`src/rtl/pipe_pkg.sv`:
```
// Shared pipeline definitions: datapath widths, the hard-wired zero register
// and the ID/EX register layout.
package pipe_pkg;

    localparam int XLEN   = 32;
    localparam int CTRL_W = 8;

    localparam logic [4:0] REG_ZERO = 5'd0;

    typedef struct packed {
        logic              valid;
        logic [XLEN-1:0]   pc;
        logic [XLEN-1:0]   a;
        logic [XLEN-1:0]   b;
        logic [XLEN-1:0]   imm;
        logic [4:0]        rd;
        logic              reg_write;
        logic              mem_read;
        logic [CTRL_W-1:0] ctrl;
    } ex_bundle_t;

endpackage

```
`src/rtl/operand_bypass.sv`:
```
// Single-source operand select: x0, then the EX result, then the MEM result,
// then the register file value.
module operand_bypass
    import pipe_pkg::*;
#(
    parameter int WIDTH = XLEN
) (
    input  logic [4:0]       src_i,
    input  logic [WIDTH-1:0] rf_data_i,
    input  logic             ex_hit_en_i,
    input  logic [4:0]       ex_rd_i,
    input  logic [WIDTH-1:0] ex_data_i,
    input  logic             mem_hit_en_i,
    input  logic [4:0]       mem_rd_i,
    input  logic [WIDTH-1:0] mem_data_i,
    output logic [WIDTH-1:0] operand_o
);

    always_comb begin
        operand_o = rf_data_i;
        if (src_i == REG_ZERO) begin
            operand_o = '0;
        end else if (ex_hit_en_i && (ex_rd_i == src_i)) begin
            operand_o = ex_data_i;
        end else if (mem_hit_en_i && (mem_rd_i == src_i)) begin
            operand_o = mem_data_i;
        end
    end

endmodule

```
`src/rtl/operand_fetch_stage.sv`:
```
// Operand fetch: regfile addressing, EX/MEM bypass, load-use stall and the
// ID/EX pipeline register with a saturating bubble counter.
module operand_fetch_stage #(
    parameter int XLEN   = pipe_pkg::XLEN,
    parameter int CTRL_W = pipe_pkg::CTRL_W,
    parameter int CNT_W  = 32
) (
    input  logic              clk,
    input  logic              rst,
    input  logic              id_valid,
    input  logic [XLEN-1:0]   id_pc,
    input  logic [4:0]        id_rs1,
    input  logic [4:0]        id_rs2,
    input  logic              id_use_rs1,
    input  logic              id_use_rs2,
    input  logic [4:0]        id_rd,
    input  logic              id_reg_write,
    input  logic              id_mem_read,
    input  logic [XLEN-1:0]   id_imm,
    input  logic [CTRL_W-1:0] id_ctrl,
    output logic [4:0]        R1Num,
    output logic [4:0]        R2Num,
    input  logic [XLEN-1:0]   A,
    input  logic [XLEN-1:0]   B,
    input  logic [XLEN-1:0]   ex_result,
    input  logic [4:0]        mem_rd,
    input  logic              mem_reg_write,
    input  logic [XLEN-1:0]   mem_result,
    input  logic              ex_hold,
    input  logic              flush,
    output logic              id_stall,
    output logic              ex_valid,
    output logic [XLEN-1:0]   ex_pc,
    output logic [XLEN-1:0]   ex_a,
    output logic [XLEN-1:0]   ex_b,
    output logic [XLEN-1:0]   ex_imm,
    output logic [4:0]        ex_rd,
    output logic              ex_reg_write,
    output logic              ex_mem_read,
    output logic [CTRL_W-1:0] ex_ctrl,
    output logic [CNT_W-1:0]  stall_cnt
);

    pipe_pkg::ex_bundle_t ex_q, ex_d;
    logic [CNT_W-1:0]     cnt_q, cnt_d;
    logic [XLEN-1:0]      op_a, op_b;
    logic                 ex_fwd_en;
    logic                 load_use;

    assign R1Num = id_rs1;
    assign R2Num = id_rs2;

    // A load's EX-stage result is an address, so loads never forward from EX.
    assign ex_fwd_en = ex_q.valid & ex_q.reg_write & ~ex_q.mem_read;

    operand_bypass #(.WIDTH(XLEN)) u_bypass_a (
        .src_i        (id_rs1),
        .rf_data_i    (A),
        .ex_hit_en_i  (ex_fwd_en),
        .ex_rd_i      (ex_q.rd),
        .ex_data_i    (ex_result),
        .mem_hit_en_i (mem_reg_write),
        .mem_rd_i     (mem_rd),
        .mem_data_i   (mem_result),
        .operand_o    (op_a)
    );

    operand_bypass #(.WIDTH(XLEN)) u_bypass_b (
        .src_i        (id_rs2),
        .rf_data_i    (B),
        .ex_hit_en_i  (ex_fwd_en),
        .ex_rd_i      (ex_q.rd),
        .ex_data_i    (ex_result),
        .mem_hit_en_i (mem_reg_write),
        .mem_rd_i     (mem_rd),
        .mem_data_i   (mem_result),
        .operand_o    (op_b)
    );

    assign load_use = id_valid & ex_q.valid & ex_q.mem_read
                    & (ex_q.rd != pipe_pkg::REG_ZERO)
                    & ((id_use_rs1 & (id_rs1 == ex_q.rd))
                     | (id_use_rs2 & (id_rs2 == ex_q.rd)));

    assign id_stall = ex_hold | (load_use & ~flush);

    always_comb begin
        ex_d  = ex_q;
        cnt_d = cnt_q;
        if (ex_hold) begin
            ex_d = ex_q;
        end else if (flush || load_use) begin
            // Bubble: data fields are left as-is, only the qualifiers drop.
            ex_d.valid     = 1'b0;
            ex_d.reg_write = 1'b0;
            ex_d.mem_read  = 1'b0;
            ex_d.ctrl      = '0;
            if (!flush && (cnt_q != {CNT_W{1'b1}})) begin
                cnt_d = cnt_q + CNT_W'(1);
            end
        end else begin
            ex_d.valid     = id_valid;
            ex_d.pc        = id_pc;
            ex_d.a         = op_a;
            ex_d.b         = op_b;
            ex_d.imm       = id_imm;
            ex_d.rd        = id_rd;
            ex_d.reg_write = id_reg_write & id_valid;
            ex_d.mem_read  = id_mem_read & id_valid;
            ex_d.ctrl      = id_valid ? id_ctrl : '0;
        end
    end

    always_ff @(posedge clk or posedge rst) begin
        if (rst) begin
            ex_q  <= '0;
            cnt_q <= '0;
        end else begin
            ex_q  <= ex_d;
            cnt_q <= cnt_d;
        end
    end

    assign ex_valid     = ex_q.valid;
    assign ex_pc        = ex_q.pc;
    assign ex_a         = ex_q.a;
    assign ex_b         = ex_q.b;
    assign ex_imm       = ex_q.imm;
    assign ex_rd        = ex_q.rd;
    assign ex_reg_write = ex_q.reg_write;
    assign ex_mem_read  = ex_q.mem_read;
    assign ex_ctrl      = ex_q.ctrl;
    assign stall_cnt    = cnt_q;

endmodule

```
`config.mk`:
```
export PLATFORM = sky130hd
export DESIGN_NAME = operand_fetch_stage
export DESIGN_NICKNAME = d
export VERILOG_FILES = /design/src/rtl/pipe_pkg.sv /design/src/rtl/operand_bypass.sv /design/src/rtl/operand_fetch_stage.sv
export SDC_FILE = /design/constraint.sdc
export NUM_CORES = 1
export LEC_CHECK = 0
export CAP_MARGIN = 20
export CORE_AREA = 2 2 163 165
export CTS_BUF_LIST = sky130_fd_sc_hd__clkbuf_8 sky130_fd_sc_hd__clkbuf_16
export DETAILED_ROUTE_END_ITERATION = 8
export DIE_AREA = 0 0 165 167
export GPL_ROUTABILITY_DRIVEN = 1
export GPL_TIMING_DRIVEN = 0
export PLACE_DENSITY = 0.68
export SYNTH_ARGS = -nofsm -noshare
export SYNTH_HDL_FRONTEND = slang
export SYNTH_SLANG_ARGS = --single-unit
```
`constraint.sdc`:
```
create_clock -name clk -period 7.95 [get_ports clk]
set_input_delay 2.385 -clock clk [delete_from_list [all_inputs] [get_ports clk]]
set_output_delay 2.385 -clock clk [all_outputs]
set_load 0.1 [all_outputs]
```
==> results of run 1 <==
-- critical path, cell delays in order --
cell and delay, ns:
sky130_fd_sc_hd__clkdlybuf4s50_1 0.63, sky130_fd_sc_hd__xnor2_1 0.16, sky130_fd_sc_hd__nand3_1 0.14, sky130_fd_sc_hd__o22ai_1 0.58, sky130_fd_sc_hd__nand2_1 0.17, sky130_fd_sc_hd__o21bai_1 0.16
sky130_fd_sc_hd__clkdlybuf4s50_1 1.15
-- power groups by stage --
stage	Clock (W)	Combinational, W	Sequential [W]
floorplan	0	0.000195	0.00179
global placement	0	0.00132	0.00107
detailed placement	0	0.00133	0.00107
CTS	0.000872	0.00133	0.00106
global route	0.000902	0.00137	0.00107
finish	0.000851	0.00133	0.00106
-- flip-flops by register name (all words and copies together) (netlist names) --
register	count
ex_a	32
ex_b	32
ex_ctrl	8
ex_imm	32
ex_mem_read	1
ex_pc	32
ex_rd	5
ex_reg_write	1
ex_valid	1
stall_cnt	32
-- kinds of logic (layout without fill, tap and decap cells) --
logic type      Yosys count  after routing
flops                   176            176
buf+inv                  66            516
fa+ha+maj                 1              1
mux                      70             70
simple gates            290            290
xor+xnor                 51             51
other cells               0              1
compound gates          146            146
-- synth_stat cells (2+ instances only) --
cell type,n
sky130_fd_sc_hd__buf_4,10
sky130_fd_sc_hd__nand4_1,6
sky130_fd_sc_hd__inv_1,6
sky130_fd_sc_hd__or3_1,2
sky130_fd_sc_hd__xor2_1,20
sky130_fd_sc_hd__nor2_1,48
sky130_fd_sc_hd__nor3_1,12
sky130_fd_sc_hd__a22o_1,42
sky130_fd_sc_hd__nor4_1,5
sky130_fd_sc_hd__o31ai_1,32
sky130_fd_sc_hd__and4_1,2
sky130_fd_sc_hd__buf_1,6
sky130_fd_sc_hd__a2bb2oi_1,32
sky130_fd_sc_hd__nand2_1,149
sky130_fd_sc_hd__o21bai_1,2
sky130_fd_sc_hd__a21oi_1,34
sky130_fd_sc_hd__clkbuf_1,34
sky130_fd_sc_hd__dfrtp_1,176
sky130_fd_sc_hd__nand3_1,19
sky130_fd_sc_hd__or4_4,2
sky130_fd_sc_hd__and3_1,38
sky130_fd_sc_hd__nand3_2,3
sky130_fd_sc_hd__mux2_2,70
sky130_fd_sc_hd__buf_2,9
sky130_fd_sc_hd__xnor2_1,31
-- final timing paths --
kind	from	end	slack, ns	cells after the start
setup reg to reg	ex_rd[0]$_DFFE_PP0P_	ex_rd[0]$_DFFE_PP0P_	4.88	8
hold reg to reg	ex_a[29]$_DFFE_PP0P_	ex_a[29]$_DFFE_PP0P_	0.48	2
setup / recovery	id_rs2[4]	id_stall	0.20	7
min in group asynchronous	rst	ex_pc[18]$_DFFE_PP0P_	2.45	2
max in group asynchronous	rst	ex_b[26]$_DFFE_PP0P_	4.65	3
hold / removal	ex_a[29]$_DFFE_PP0P_	ex_a[29]$_DFFE_PP0P_	0.48	2
-- stage by stage --
stage / cells / area, um2
after floorplan: 800 / 8380
after global placement: 1551 / 13000
after detailed placement: 1553 / 13000
after CTS: 1585 / 13600
after global routing: 1586 / 13600
final: 1586 / 13600
-- layout make-up --
type / count / area (um2) / share of cell area
multi-input cells: 558 / 3670 / 0.270
clock buffers: 17 / 425 / 0.0313
flip-flops and latches: 176 / 4400 / 0.324
diodes: 1 / 2.50 / 0.000184
inverters: 6 / 30.0 / 0.00221
well taps: 335 / 419 / 0.0308
clock inverters: 15 / 164 / 0.0121
repair buffers: 418 / 4200 / 0.309
plain buffers: 60 / 282 / 0.0207
-- routing by layer --
| layer | wire (um) | GRT usage | vias up |
|---|---|---|---|
| li1 | - | - | 3690 |
| met1 | 12800 | 0.285 | 3916 |
| met2 | 15500 | 0.369 | 318 |
| met3 | 2300 | 0.0543 | 51 |
| met4 | 890 | 0.0854 | 0 |
| met5 | 0 | 0 | - |
==> metrics.txt, run 1 <==
# TYPE chip_impl_metric gauge
chip_impl_metric{name="post-dp-hpwl",unit="um"} 24300
chip_impl_metric{name="gr-usage-all-layers",unit=""} 0.224
chip_impl_metric{name="ant_nets",unit=""} 0
chip_impl_metric{name="timing.final.setup_violations",unit=""} 0
chip_impl_metric{name="synth_area_per_cell",unit="um2"} 10.5
chip_impl_metric{name="overflow",unit=""} 0
chip_impl_metric{name="max_clock_freq",unit="MHz"} 129
chip_impl_metric{name="area_growth_syn_to_layout",unit="%"} 62.3
chip_impl_metric{name="gp_routability_congestion",unit=""} 0.879
chip_impl_metric{name="antenna_found_initial",unit=""} 1
chip_impl_metric{name="placement.setup.worst_slack",unit="ns"} 0.197
chip_impl_metric{name="cts_buffers",unit=""} 17
chip_impl_metric{name="clk_pin_slew_worst_paths",unit="ns"} 0.07
chip_impl_metric{name="ctsHoldBuffers",unit=""} 0
chip_impl_metric{name="floorplan.initialDensity",unit=""} 0.325
chip_impl_metric{name="die_footprint",unit="mm2"} 0.0276
chip_impl_metric{name="wire_length_of_the_first_global_routing_pass",unit="um"} 47000
chip_impl_metric{name="via_count_of_the_first_global_routing_pass",unit=""} 7996
chip_impl_metric{name="synth.cell_area",unit="mm2"} 0.00838
chip_impl_metric{name="post-route-drc-count",unit=""} 0
chip_impl_metric{name="leakage",unit="nW"} 5.80
chip_impl_info{name="critPathLaunchType",value="input port"} 1
chip_impl_metric{name="clock_latency",unit="ns"} 0.43
chip_impl_metric{name="post_drt_via_cell_ratio",unit=""} 5.03
chip_impl_metric{name="max-vdd-ir-drop",unit="uV"} 131
chip_impl_metric{name="p_comb_frac",unit=""} 0.410
chip_impl_metric{name="synthesized_area_fraction_occupied_by_xor_and_xnor_cells",unit=""} 0.0533
chip_impl_metric{name="rows",unit=""} 59
chip_impl_metric{name="ys_async_sr_fraction",unit=""} 1.00
chip_impl_metric{name="mappedNetlistNets",unit=""} 1031
chip_impl_metric{name="synth.top_cell.area_share",unit=""} 0.526
chip_impl_info{name="combinational_family_with_the_most_area_after_synthesis",value="simple AND/OR/NAND/NOR gates"} 1
chip_impl_metric{name="net-switching-power",unit="W"} 0.00144
chip_impl_metric{name="finClkSkew",unit="ns"} 0.0143
chip_impl_metric{name="dr_total_vias",unit=""} 7975
chip_impl_metric{name="yosys.area_share.adder",unit=""} 0.00149
chip_impl_metric{name="die_w",unit="um"} 165
chip_impl_metric{name="synth_simple_gate_area_share",unit=""} 0.157
chip_impl_metric{name="drive_above_1_share",unit=""} 0.104
chip_impl_info{name="timing.setup.critical_path_class",value="input port to output pin"} 1
chip_impl_metric{name="post_cts_buffers",unit=""} 0
chip_impl_info{name="cts_root_buffer",value="sky130_fd_sc_hd__clkbuf_16"} 1
chip_impl_metric{name="power_frac_clock",unit=""} 0.263
chip_impl_metric{name="place.port_buffers",unit=""} 416
chip_impl_metric{name="critical_path_arrival",unit="ns"} 5.37
chip_impl_metric{name="worst-slew-pin-transition",unit="ns"} 1.05
chip_impl_metric{name="power_density",unit="mW/mm2"} 238
chip_impl_metric{name="netlist-cell-type-count",unit=""} 35
chip_impl_metric{name="power.sequential.fraction",unit=""} 0.327
chip_impl_metric{name="compound_cell_area_share_of_the_yosys_netlist",unit=""} 0.132
chip_impl_metric{name="netSwitchingFraction",unit=""} 0.446
chip_impl_metric{name="final_net_count",unit=""} 1468
chip_impl_info{name="synth_top_flop_cell",value="sky130_fd_sc_hd__dfrtp_1"} 1
chip_impl_metric{name="crit_path_max_fanout",unit=""} 8
chip_impl_metric{name="firstDrtPassIters",unit=""} 5
chip_impl_metric{name="drtIter0Drc",unit=""} 507
chip_impl_info{name="grt_setup_unrepaired",value="false"} 1
chip_impl_info{name="worst_setup_end_kind",value="output pin"} 1
chip_impl_metric{name="layout_worst_path_cycle_share",unit=""} 0.975
chip_impl_metric{name="chipHeight",unit="um"} 167
chip_impl_info{name="synth.largest_area_cell",value="sky130_fd_sc_hd__dfrtp_1"} 1
chip_impl_metric{name="total_clock_sinks",unit=""} 176
chip_impl_info{name="final_common_cell",value="sky130_fd_sc_hd__clkdlybuf4s50_1"} 1
chip_impl_info{name="cts_tree",value="built"} 1
chip_impl_info{name="hp-class",value="flip-flop to flip-flop"} 1
chip_impl_metric{name="timing.setup.tns",unit="ns"} 0
chip_impl_metric{name="drv.max_cap_violation_count",unit=""} 0
chip_impl_metric{name="coreArea",unit="mm2"} 0.0258
chip_impl_metric{name="power.total",unit="W"} 0.00323
chip_impl_metric{name="cts-resized-gates",unit=""} 0
chip_impl_metric{name="maxSlewHeadroom",unit=""} 0.297
chip_impl_metric{name="final_util",unit=""} 0.528
chip_impl_info{name="synth.top_cells.by_area",value="sky130_fd_sc_hd__dfrtp_1 (53%), sky130_fd_sc_hd__mux2_2 (9.4%), sky130_fd_sc_hd__nand2_1 (6.7%)"} 1
chip_impl_metric{name="worst-endpoint-required",unit="ns"} 5.57
chip_impl_metric{name="hold_viol",unit=""} 0
chip_impl_metric{name="muxShareOfSynthArea",unit=""} 0.0941
chip_impl_metric{name="detail_route.wl_per_cell",unit="um"} 19.9
chip_impl_metric{name="n_fill_cell",unit=""} 2367
chip_impl_metric{name="power.internal",unit="W"} 0.00179
chip_impl_metric{name="htreeDepth",unit=""} 4
chip_impl_metric{name="total_wirelength_of_the_detailed_routed_design",unit="um"} 31500
chip_impl_metric{name="clk_path_buf_depth",unit=""} 2
chip_impl_metric{name="final_max_slew_viol_count",unit=""} 0
chip_impl_metric{name="synth_edf_count",unit=""} 0
chip_impl_info{name="mostFrequentLayoutCells",value="sky130_fd_sc_hd__clkdlybuf4s50_1 (416), sky130_fd_sc_hd__dfrtp_1 (176), sky130_fd_sc_hd__nand2_1 (149), sky130_fd_sc_hd__mux2_2 (70), sky130_fd_sc_hd__nor2_1 (48)"} 1
chip_impl_metric{name="postSynthRegisterBits",unit=""} 176
chip_impl_metric{name="synthesis.yosys.warnings",unit=""} 0
chip_impl_metric{name="grt_start_max_net_pins",unit=""} 96
chip_impl_info{name="outcome",value="finished clean"} 1
chip_impl_metric{name="pin_count",unit=""} 417
chip_impl_metric{name="seq_area_frac_synth",unit=""} 0.526
chip_impl_metric{name="netlist_instances",unit=""} 800
chip_impl_metric{name="tmin_final",unit="ns"} 7.75
chip_impl_metric{name="final_critical_path_setup_slack",unit="ns"} 0.195
chip_impl_metric{name="hold_ws",unit="ns"} 0.477
(Power assumes the default switching activity.)
==> run 2: changes to the inputs <==
Settings changed: ABC_AREA from default to 1, CORE_AREA 2 2 163 165 to default, CORE_UTILIZATION from default to 35, DIE_AREA 0 0 165 167 to default, PLACE_DENSITY 0.68 to 0.69, SETUP_SLACK_MARGIN from default to 0.05.
==> run 2 against run 1 <==
Net effect: non-clock buffer count up 47; worst setup slack improved by 0.16 ns; critical path depth is 4 higher; clock power rose by 2.9%; fmax grew 2.2%; combinational power hardly changed; area after synthesis rose by 19%; core utilization up 2.0 points; flip-flop and latch count is the same; largest cell class is now multi-input combinational cells; highest routed layer is now met5.
==> metrics.txt, run 2 <==
# TYPE chip_impl_metric gauge
chip_impl_info{name="outcome",value="finished clean"} 1
chip_impl_info{name="synth_top_flop_cell",value="sky130_fd_sc_hd__dfrtp_1"} 1
chip_impl_metric{name="total_clock_sinks",unit=""} 176
chip_impl_metric{name="tmin_final",unit="ns"} 7.59
chip_impl_metric{name="post_drt_via_cell_ratio",unit=""} 5.23
chip_impl_metric{name="drtIter0Drc",unit=""} 1101
chip_impl_metric{name="grt_start_max_net_pins",unit=""} 103
chip_impl_metric{name="seq_area_frac_synth",unit=""} 0.440
chip_impl_info{name="reg2reg_from",value="ex_valid$_DFFE_PP0N_"} 1
chip_impl_info{name="cp-startpoint",value="id_rs2[4]"} 1
chip_impl_metric{name="use_met3",unit=""} 0.0671
chip_impl_metric{name="clock_latency",unit="ns"} 0.44
chip_impl_info{name="synth_commonest_cells",value="sky130_fd_sc_hd__nand2_1 (514), sky130_fd_sc_hd__nand3_1 (209), sky130_fd_sc_hd__dfrtp_1 (176)"} 1
chip_impl_info{name="timing.setup.critical_path_class",value="input port to output pin"} 1
chip_impl_metric{name="pin_count",unit=""} 417
chip_impl_metric{name="max_clock_freq",unit="MHz"} 132
chip_impl_metric{name="post-route-drc-count",unit=""} 0
chip_impl_metric{name="worst-endpoint-required",unit="ns"} 5.57
chip_impl_metric{name="via_count_of_the_first_global_routing_pass",unit=""} 11325
chip_impl_metric{name="power.total",unit="W"} 0.00327
chip_impl_metric{name="postSynthRegisterBits",unit=""} 176
chip_impl_metric{name="mappedNetlistNets",unit=""} 1635
chip_impl_metric{name="gp_routability_congestion",unit=""} 0.947
chip_impl_metric{name="synth.cell_area",unit="mm2"} 0.0100
chip_impl_metric{name="p_comb_frac",unit=""} 0.410
chip_impl_metric{name="synthesis.yosys.warnings",unit=""} 0
chip_impl_metric{name="leakage",unit="nW"} 7.13
chip_impl_metric{name="final_util",unit=""} 0.547
chip_impl_metric{name="power_density",unit="mW/mm2"} 214
chip_impl_metric{name="clk_pin_slew_worst_paths",unit="ns"} 0.08
chip_impl_metric{name="synth_area_per_cell",unit="um2"} 7.13
chip_impl_metric{name="overflow",unit=""} 0
chip_impl_metric{name="die_w",unit="um"} 171
chip_impl_metric{name="place.detailed.instances",unit=""} 2199
chip_impl_metric{name="max-vdd-ir-drop",unit="uV"} 137
chip_impl_metric{name="power.internal",unit="W"} 0.00176
chip_impl_metric{name="post-dp-hpwl",unit="um"} 33500
chip_impl_metric{name="hold_viol",unit=""} 0
chip_impl_info{name="grt-busiest-layer",value="met2"} 1
chip_impl_info{name="hp-class",value="flip-flop to flip-flop"} 1
chip_impl_metric{name="post_cts_buffers",unit=""} 0
chip_impl_info{name="synth.largest_area_cell",value="sky130_fd_sc_hd__dfrtp_1"} 1
chip_impl_info{name="worst_setup_end_kind",value="output pin"} 1
chip_impl_metric{name="final_critical_path_setup_slack",unit="ns"} 0.358
chip_impl_metric{name="n_fill_cell",unit=""} 2755
chip_impl_metric{name="drv.max_cap_violation_count",unit=""} 0
chip_impl_metric{name="ant_nets",unit=""} 0
chip_impl_metric{name="final_cell_count_no_fill",unit=""} 2236
chip_impl_metric{name="netSwitchingFraction",unit=""} 0.462
chip_impl_info{name="synth.most_common_cell",value="sky130_fd_sc_hd__nand2_1"} 1
chip_impl_metric{name="cts_buffers",unit=""} 17
chip_impl_metric{name="maxSlewHeadroom",unit=""} 0.258
chip_impl_metric{name="hold_ws",unit="ns"} 0.472
chip_impl_metric{name="total_wirelength_of_the_detailed_routed_design",unit="um"} 43300
chip_impl_metric{name="wire_length_of_the_first_global_routing_pass",unit="um"} 65700
chip_impl_metric{name="synth_edf_count",unit=""} 0
chip_impl_metric{name="rows",unit=""} 61
chip_impl_metric{name="worst-slew-pin-transition",unit="ns"} 1.11
chip_impl_info{name="timing.hold.worst.start",value="ex_pc[30]$_DFFE_PP0P_"} 1
chip_impl_metric{name="detail_route.wl_per_cell",unit="um"} 19.4
chip_impl_metric{name="chipHeight",unit="um"} 171
chip_impl_metric{name="globalRouteMet1Util",unit=""} 0.374
chip_impl_metric{name="synth.top_cell.area_share",unit=""} 0.440
chip_impl_metric{name="critical_path_arrival",unit="ns"} 5.21
chip_impl_info{name="grt_setup_unrepaired",value="false"} 1
chip_impl_info{name="mostFrequentLayoutCells",value="sky130_fd_sc_hd__nand2_1 (514), sky130_fd_sc_hd__clkdlybuf4s50_1 (415), sky130_fd_sc_hd__nand3_1 (209), sky130_fd_sc_hd__dfrtp_1 (176), sky130_fd_sc_hd__nand4_1 (137)"} 1
chip_impl_metric{name="dr_total_vias",unit=""} 11689
chip_impl_info{name="cts_root_buffer",value="sky130_fd_sc_hd__clkbuf_16"} 1
chip_impl_metric{name="htreeDepth",unit=""} 4
chip_impl_metric{name="power.sequential.fraction",unit=""} 0.322
chip_impl_metric{name="placement.setup.worst_slack",unit="ns"} 0.0592
chip_impl_metric{name="antenna_found_initial",unit=""} 7
chip_impl_metric{name="layout_worst_path_cycle_share",unit=""} 0.955
chip_impl_info{name="synth.top_cells.by_area",value="sky130_fd_sc_hd__dfrtp_1 (44%), sky130_fd_sc_hd__nand2_1 (19%), sky130_fd_sc_hd__nand3_1 (10%)"} 1
chip_impl_info{name="final_common_cell",value="sky130_fd_sc_hd__nand2_1"} 1
chip_impl_metric{name="netlist_instances",unit=""} 1404
chip_impl_metric{name="floorplan.initialDensity",unit=""} 0.358
chip_impl_metric{name="clk_path_buf_depth",unit=""} 2
chip_impl_metric{name="die_footprint",unit="mm2"} 0.0293
chip_impl_metric{name="firstDrtPassIters",unit=""} 6
chip_impl_metric{name="ys_async_sr_fraction",unit=""} 1.00
chip_impl_metric{name="finClkSkew",unit="ns"} 0.0165
chip_impl_metric{name="ctsHoldBuffers",unit=""} 0
chip_impl_metric{name="crit_path_max_fanout",unit=""} 10
chip_impl_metric{name="timing.final.setup_violations",unit=""} 0
chip_impl_metric{name="place.port_buffers",unit=""} 416
chip_impl_metric{name="met2_use_gr",unit=""} 0.500
chip_impl_metric{name="gr-usage-all-layers",unit=""} 0.297
chip_impl_info{name="critPathLaunchType",value="input port"} 1
chip_impl_metric{name="cts-resized-gates",unit=""} 1
chip_impl_info{name="cts_tree",value="built"} 1
chip_impl_metric{name="final_max_slew_viol_count",unit=""} 0
chip_impl_metric{name="drive_above_1_share",unit=""} 0.0432
chip_impl_metric{name="netlist-cell-type-count",unit=""} 24
chip_impl_metric{name="power_frac_clock",unit=""} 0.268
chip_impl_metric{name="net-switching-power",unit="W"} 0.00151
chip_impl_metric{name="area_growth_syn_to_layout",unit="%"} 52.8
chip_impl_metric{name="final_net_count",unit=""} 2071
chip_impl_metric{name="coreArea",unit="mm2"} 0.0279
run 2: final cells by class:
class | instances | area [um2] | share of cell area
tap | 378 | 473 | 0.0309
clock buffer | 18 | 439 | 0.0287
inverter | 77 | 297 | 0.0194
timing repair buffer | 417 | 4190 | 0.274
antenna | 5 | 12.5 | 0.000818
clock inverter | 14 | 161 | 0.0106
sequential | 176 | 4400 | 0.288
buffer | 108 | 529 | 0.0346
multi-input combinational | 1043 | 4780 | 0.313
run 2: metrics by stage:
| stage | instance area [um2] | setup TNS (ns) |
|---|---|---|
| after CTS | 15300 | 0 |
| final | 15300 | 0 |
| after global placement | 14600 | -322.55 |
| after global routing | 15300 | 0 |
| after floorplan | 10000 | 0 |
| after detailed placement | 14700 | 0 |
run 2: power by group through the flow:
stage	Clock, W	Sequential [W]	Combinational, W
finish	0.000876	0.00105	0.00134
global placement	0	0.00107	0.00133
global route	0.000922	0.00106	0.00140
floorplan	0	0.00174	0.000232
CTS	0.000893	0.00105	0.00134
detailed placement	0	0.00107	0.00134
run 2: kinds of logic after synthesis:
kind of cell             synth area share
adder cells (fa/ha/maj)           0.00125
buffers and inverters              0.0818
XOR/XNOR                           0.0149
flip-flops                          0.440
AND/OR/NAND/NOR                     0.423
AO/OA/AOI/OAI                      0.0385
run 2: critical path, cell delays in order:
cell and delay (ns):
sky130_fd_sc_hd__clkdlybuf4s50_1 0.68, sky130_fd_sc_hd__inv_1 0.10, sky130_fd_sc_hd__nand2_1 0.08, sky130_fd_sc_hd__nand2_1 0.08, sky130_fd_sc_hd__nor2_4 0.23, sky130_fd_sc_hd__nand4_1 0.13
sky130_fd_sc_hd__nand2_1 0.13, sky130_fd_sc_hd__nand2_1 0.12, sky130_fd_sc_hd__buf_2 0.23, sky130_fd_sc_hd__o21ai_0 0.15, sky130_fd_sc_hd__dlygate4sd2_1 0.89
run 2: final timing paths:
check                           depth (start not counted)               endpoint  slack [ns]
worst max register to register                          8    ex_a[9]$_DFFE_PP0P_        5.06
worst min register to register                          2  ex_pc[30]$_DFFE_PP0P_        0.47
max in group asynchronous                               3    ex_b[6]$_DFFE_PP0P_        4.58
worst min-delay path                                    2  ex_pc[30]$_DFFE_PP0P_        0.47
min in group asynchronous                               2  ex_pc[19]$_DFFE_PP0P_        2.39
worst max-delay path                                   11               id_stall        0.36
run 2: routing by layer:
layer,vias up,part of all wire
met5,-,0.00078
met3,65,0.081
li1,5544,-
met2,534,0.48
met4,4,0.025
met1,5542,0.41
